`src/rtl/wb_stage_pipe.sv`:
```
// Write-back stage: MEM/WB pipeline register, sub-word load formatting and write-back source select.
// Optional build macro WB_MISALIGN_TRAP_EN adds misalign_wb and suppresses misaligned load commits.
module wb_stage_pipe #(
    parameter int DATA_W  = 32,
    parameter int REG_AW  = 5,
    parameter int LANE_AW = 2
) (
    input  logic              clk,
    input  logic              rst,
    input  logic              stall,
    input  logic              flush,
    input  logic              valid_mem,
    input  logic              reg_write_mem,
    input  logic [1:0]        wb_sel_mem,
    input  logic [2:0]        load_type_mem,
    input  logic [REG_AW-1:0] rd_mem,
    input  logic [DATA_W-1:0] alu_result_mem,
    input  logic [DATA_W-1:0] mem_dout_mem,
    input  logic [DATA_W-1:0] link_mem,
    input  logic [DATA_W-1:0] imm_mem,
`ifdef WB_MISALIGN_TRAP_EN
    output logic              misalign_wb,
`endif
    output logic              valid_wb,
    output logic              reg_write_wb,
    output logic [REG_AW-1:0] rd_wb,
    output logic [DATA_W-1:0] reg_write_data_wb
);

    localparam logic [2:0] LT_LW  = 3'd0;
    localparam logic [2:0] LT_LH  = 3'd1;
    localparam logic [2:0] LT_LHU = 3'd2;
    localparam logic [2:0] LT_LB  = 3'd3;
    localparam logic [2:0] LT_LBU = 3'd4;
    localparam logic [2:0] LT_LD  = 3'd5;

    logic              valid_d, valid_q;
    logic              reg_write_d, reg_write_q;
    logic [1:0]        wb_sel_d, wb_sel_q;
    logic [2:0]        load_type_d, load_type_q;
    logic [REG_AW-1:0] rd_d, rd_q;
    logic [DATA_W-1:0] alu_d, alu_q;
    logic [DATA_W-1:0] dout_d, dout_q;
    logic [DATA_W-1:0] link_d, link_q;
    logic [DATA_W-1:0] imm_d, imm_q;

    // Misaligned offsets are masked down to natural alignment before lane selection.
    function automatic logic [DATA_W-1:0] fmt_load(input logic [2:0] lt,
                                                   input logic [LANE_AW-1:0] off,
                                                   input logic [DATA_W-1:0] raw);
        logic [LANE_AW-1:0] ho, wo;
        logic [DATA_W-1:0]  sb, sh, sw, res;
        ho = off & ~LANE_AW'(1);
        wo = off & ~LANE_AW'(3);
        sb = raw >> {off, 3'b000};
        sh = raw >> {ho, 3'b000};
        sw = raw >> {wo, 3'b000};
        case (lt)
            LT_LH:   res = DATA_W'($signed(sh[15:0]));
            LT_LHU:  res = DATA_W'(sh[15:0]);
            LT_LB:   res = DATA_W'($signed(sb[7:0]));
            LT_LBU:  res = DATA_W'(sb[7:0]);
            LT_LD:   res = (DATA_W == 64) ? raw : DATA_W'($signed(sw[31:0]));
            default: res = DATA_W'($signed(sw[31:0]));
        endcase
        return res;
    endfunction

`ifdef WB_MISALIGN_TRAP_EN
    function automatic logic is_misaligned(input logic [2:0] lt,
                                           input logic [LANE_AW-1:0] off);
        logic [7:0] mask;
        case (lt)
            LT_LB, LT_LBU: mask = 8'h00;
            LT_LH, LT_LHU: mask = 8'h01;
            LT_LD:         mask = (DATA_W == 64) ? 8'h07 : 8'h03;
            default:       mask = 8'h03;
        endcase
        return (8'(off) & mask) != 8'h00;
    endfunction
`endif

    always_comb begin
        valid_d     = valid_q;
        reg_write_d = reg_write_q;
        wb_sel_d    = wb_sel_q;
        load_type_d = load_type_q;
        rd_d        = rd_q;
        alu_d       = alu_q;
        dout_d      = dout_q;
        link_d      = link_q;
        imm_d       = imm_q;
        if (flush) begin
            valid_d     = 1'b0;
            reg_write_d = 1'b0;
            wb_sel_d    = '0;
            load_type_d = '0;
            rd_d        = '0;
            alu_d       = '0;
            dout_d      = '0;
            link_d      = '0;
            imm_d       = '0;
        end else if (!stall) begin
            valid_d     = valid_mem;
            reg_write_d = reg_write_mem;
            wb_sel_d    = wb_sel_mem;
            load_type_d = load_type_mem;
            rd_d        = rd_mem;
            alu_d       = alu_result_mem;
            dout_d      = mem_dout_mem;
            link_d      = link_mem;
            imm_d       = imm_mem;
        end
    end

    // MEM/WB register boundary
    always_ff @(posedge clk) begin
        if (rst) begin
            valid_q     <= 1'b0;
            reg_write_q <= 1'b0;
            wb_sel_q    <= '0;
            load_type_q <= '0;
            rd_q        <= '0;
            alu_q       <= '0;
            dout_q      <= '0;
            link_q      <= '0;
            imm_q       <= '0;
        end else begin
            valid_q     <= valid_d;
            reg_write_q <= reg_write_d;
            wb_sel_q    <= wb_sel_d;
            load_type_q <= load_type_d;
            rd_q        <= rd_d;
            alu_q       <= alu_d;
            dout_q      <= dout_d;
            link_q      <= link_d;
            imm_q       <= imm_d;
        end
    end

    logic trap;
`ifdef WB_MISALIGN_TRAP_EN
    assign trap        = valid_q & (wb_sel_q == 2'd1) & is_misaligned(load_type_q, alu_q[LANE_AW-1:0]);
    assign misalign_wb = trap;
`else
    assign trap = 1'b0;
`endif

    always_comb begin
        reg_write_data_wb = alu_q;
        case (wb_sel_q)
            2'd1:    reg_write_data_wb = fmt_load(load_type_q, alu_q[LANE_AW-1:0], dout_q);
            2'd2:    reg_write_data_wb = link_q;
            2'd3:    reg_write_data_wb = imm_q;
            default: reg_write_data_wb = alu_q;
        endcase
    end

    assign valid_wb     = valid_q;
    assign rd_wb        = rd_q;
    assign reg_write_wb = valid_q & reg_write_q & (rd_q != '0) & ~trap;

endmodule
```
`config.mk`:
```
export PLATFORM = sky130hd
export DESIGN_NAME = wb_stage_pipe
export DESIGN_NICKNAME = d
export VERILOG_FILES = /design/src/rtl/wb_stage_pipe.sv
export SDC_FILE = /design/constraint.sdc
export NUM_CORES = 1
export LEC_CHECK = 0
export CAP_MARGIN = 25
export CORE_MARGIN = 3
export CORE_UTILIZATION = 40
export DETAILED_ROUTE_END_ITERATION = 10
export HOLD_SLACK_MARGIN = 0.05
export PLACE_DENSITY = 0.67
export SYNTH_ARGS = -nofsm -noshare
export SYNTH_HDL_FRONTEND = slang
export SYNTH_SLANG_ARGS = --single-unit
```
`constraint.sdc`:
```
create_clock -name clk -period 1.8 [get_ports clk]
set_input_delay 0.36 -clock clk [delete_from_list [all_inputs] [get_ports clk]]
set_output_delay 0.36 -clock clk [all_outputs]
set_load 0.005 [all_outputs]
```
Word-level counts from Yosys, hierarchy flattened --
Cells that the tools add are included.
Storage, ports and cells: logic and storage cells 24, memories kept 0, ROM bits 0, RAM bits 0, register bits after elaboration 140, output and inout port bits 39, bits in latches 0
Cells by class: shift operators 2, mux-type cells 2, div/mod/pow operators 0, $lt $le $gt $ge 0, $mul 0, equal/unequal tests 7, $add $sub $neg 0, reductions and logical operators 2, bitwise operators 2
Operator list (number):
- $pmux W32 S4 | 1
- $pmux W32 S3 | 1
- $shr A32 B5 Y16 | 1
- $shr A32 B5 Y8 | 1
- $eq A3 B2 Y1 const B | 2
- $reduce_bool A5 Y1 | 1
- $eq A2 B2 Y1 const B | 2
- $eq A3 B1 Y1 const B | 1
- $eq A3 B3 Y1 const B | 1
- $and A1 B1 Y1 | 2
- $eq A2 B1 Y1 const B | 1
- $reduce_or A2 Y1 | 1

Logic depth before layout (Yosys ltp) --
word-level depth 3, gate-level depth with buffers 7

Least setup slack after synthesis --
No wires, ideal clock.
kind flip-flop to output port, start reg alu_q[0], end out reg_write_data_wb[10], arrival time 1630 ps, slack -190 ps, stages on the path, launching flop included 6, path buffers 1, path through dfxtp_1 buf_6 mux4_2 a311o_1 o221ai_1 a21oi_1
On the way: word-level cells in the longest chain between the ends 3
Ends and longest elaborated chain:
- from (decl) | RTL line 42 | logic [DATA_W-1:0] alu_d, alu_q;
- from (signal assigned) | RTL line 134 | alu_q <= alu_d;
- $shr A32 B5 Y8 | RTL line 55 | sb = raw >> {off, 3'b000};
- $pmux W32 S4 | RTL line 58 | case (lt)
- $pmux W32 S3 | RTL line 151 | case (wb_sel_q)
- to (decl) | RTL line 27 | output logic [DATA_W-1:0] reg_write_data_wb
Every way passes these cells.

Final worst setup path --
start reg load_type_q[0], end out reg_write_data_wb[5]
On the way: word-level cells in the longest chain between the ends 3
Ends and longest elaborated chain:
- from (decl) | RTL line 40 | logic [2:0] load_type_d, load_type_q;
- from (signal assigned) | RTL line 132 | load_type_q <= load_type_d;
- $eq A3 B3 Y1, or another cell as far along | RTL line 58
- $pmux W32 S4 (*) | RTL line 58
- $pmux W32 S3 (*) | RTL line 151
Every way passes the cells marked *; elsewhere a longest branch is shown, timed or not.

==> results.json <==
{
  "outcome": "complete, but fails checks",
  "violations": "setup timing",
  "die_h_um": 134,
  "hold_class": "in2reg",
  "worstPathMaxFanout": 11,
  "fin_ws_ns": -0.872,
  "coreArea_um2": 15900,
  "num-nets-final": 1089,
  "antennaDiodeCount": 0,
  "syn_area_um2": 6540,
  "crit_slowest_cell": "clkdlybuf4s50_1",
  "path_class": "reg2out",
  "grt_overflow": 0,
  "cp.required_ns": 1.44,
  "synth_area_leaders": "dfxtp_1 (43%), mux2i_1 (24%), nor2_1 (10%)",
  "rsz0062_at_grt": "true",
  "clock_sinks": 140,
  "report.final.setup_viol": 33,
  "grt_pass1_vias": 6212,
  "wire_per_inst_um": 18.0,
  "n_fill_cell": 1360,
  "drtIter0Drc": 418,
  "skew_ns": 0,
  "layout_min_cycle_time_ns": 2.67,
  "syn-num-nets": 860,
  "io_buffer_count": 182,
  "synth_area_per_cell_um2": 9.13,
  "setup_tns_ns": -22.77,
  "power_density_nw_per_um2": 784,
  "cts_tree": "done",
  "arrival_ns": 2.31,
  "p_total_mw": 7.68,
  "r2r_slack_ns": 0.81,
  "path_cells": "or3_4 -> buf_4 -> a21oi_1 -> o21ai_0 -> o221a_2 -> clkdlybuf4s50_1",
  "path_clk_slew_ns": 0.06,
  "p_leak_nw": 4.12,
  "vias": 6183,
  "yosys.area.top_type": "dfxtp_1",
  "synth_edf_count": 0,
  "htreeDepth": 4,
  "drtPass1Iterations": 5,
  "synth_common_cells": "nor2_1 (182), mux2i_1 (157), dfxtp_1 (140)",
  "clkLatencyLatePin_ns": 0.42,
  "dp_hpwl_mm": 15.5,
  "whs_ns": 0.360,
  "via_per_inst": 5.27,
  "cap_violations": 0,
  "finalHoldViolCount": 0,
  "timing.slew.headroom": 0.723,
  "multi_input_area_um2": 3710,
  "ir_drop_v": 0.000660,
  "drive_gt1_frac": 0.232,
  "cp_top_family": "buffers and inverters",
  "grt_pass1_wl_mm": 33.1,
  "fin_crit_sh": 1.48,
  "cp_num_buf_inv": 2,
  "cts_buffer_depth": 2,
  "drt-total-wl_mm": 21.2,
  "io_pins": 183,
  "place_congestion": 0.943,
  "initial_utilization": 0.410,
  "seq_area_um2": 2820,
  "yosysWarnings": 0,
  "num_rows": 46,
  "ys_seq_elements": 140,
  "fmax_mhz": 374,
  "grt.total_usage": 0.234,
  "cpPeakStageDelay_ns": 0.46,
  "die_area_um2": 17900,
  "areaGrowthSynthToFinish_pct": 49.9,
  "utilization": 0.615,
  "ant_nets": 0,
  "die_width_um": 134,
  "tightest_slew_ns": 0.413,
  "drc_errors": 0,
  "antenna_found_initial": 1,
  "synth_ff_type": "dfxtp_1",
  "cts_made_buffers": 17,
  "yosysMostFrequentCell": "nor2_1",
  "root_buffer": "clkbuf_16",
  "worstSetupStartpointType": "register",
  "yosysUniqueCellTypes": 38,
  "cp-end-kind": "output pin",
  "ys_async_sr_fraction": 0,
  "yosysTopAreaCellShare": 0.429,
  "grt_max_degree": 76,
  "drv_slew": 0,
  "netlist_instances": 716,
  "synth_seq_area_share": 0.429
}
sequential cells by signal (all words and copies together), names as in the netlist:
name / flops
alu_q: 32
dout_q: 32
imm_q: 32
link_q: 32
rd_wb: 5
load_type_q: 3
wb_sel_q: 2
reg_write_q: 1
valid_wb: 1
cell type report:
cell class                 instances  area share
clock buffer                      24      0.0492
tap                              216      0.0276
inverter                           1    0.000383
multi-input combinational        517       0.379
sequential                       140       0.288
timing repair buffer             268       0.252
clock inverter                     8     0.00434
timing repair:
item	in CTS	in global routing
resized for setup	167	24
setup buffers	14	3
pin swaps	15	9
cloned	1	0
hold buffers	0	0
hold endpoints to repair	0	0
endpoints found under the setup margin	33	33
power breakdown:
group          total (mW)  switching [mW]  internal (mW)  leakage (nW)
clock                3.13            1.27           1.85         0.263
sequential           3.28          0.0739           3.20          1.15
combinational        1.28           0.550          0.725          2.71
total                7.68            1.90           5.78          4.12
path summary, 6_finish.rpt:
check | to | depth (start not counted) | start
max | reg_write_data_wb[5] | 6 | load_type_q[0]
min | imm_q[3] | 3 | stall
max reg2reg | wb_sel_q[1] | 4 | wb_sel_q[1]
min reg2reg | imm_q[17] | 2 | imm_q[17]
cell families after synthesis:
kind of cell,synth area share
AOI/OAI and AO/OA,0.109
xor gates and xnor gates,0.00134
buffers and inverters,0.0406
DFF,0.429
muxes,0.278
and+or+nand+nor,0.141
worst reg2reg max path: cells and delay by family, from the launching register on:
family	cells	cell delay [ns]
flip-flops	1	0.34
buffers and inverters	2	0.32
multiplexers	1	0.16
AND/OR/NAND/NOR	1	0.05
layer usage:
metal	routed length, um	part of all wire	track usage	up-vias
li1	-	-	-	2952
met1	9290	0.44	0.307	2921
met2	10100	0.48	0.381	268
met3	1330	0.063	0.0593	40
met4	466	0.022	0.0760	2
met5	13	0.00061	0	-
cells in the final DEF (no fill, tap or decap), types with 16 or more instances in the layout:
cell type	count
a22oi_1	17
nor2_1	181
clkdlybuf4s50_1	155
o21ai_2	16
dfxtp_1	129
nand2_1	30
mux2i_1	156
mux2_2	17
buf_2	25
clkbuf_16	17
buf_4	68
through the flow:
stage          setup WS [ns]  instance area [um^2]  instances
6_report              -0.872                  9800       1174
5_1_grt               -0.919                  9800       1174
4_1_cts               -0.883                  9660       1172
3_5_place_dp          -0.684                  8980       1125
3_3_place_gp          -0.587                  8980       1125
2_1_floorplan         -0.153                  6540        716
Power figures use the tool's default switching activity.
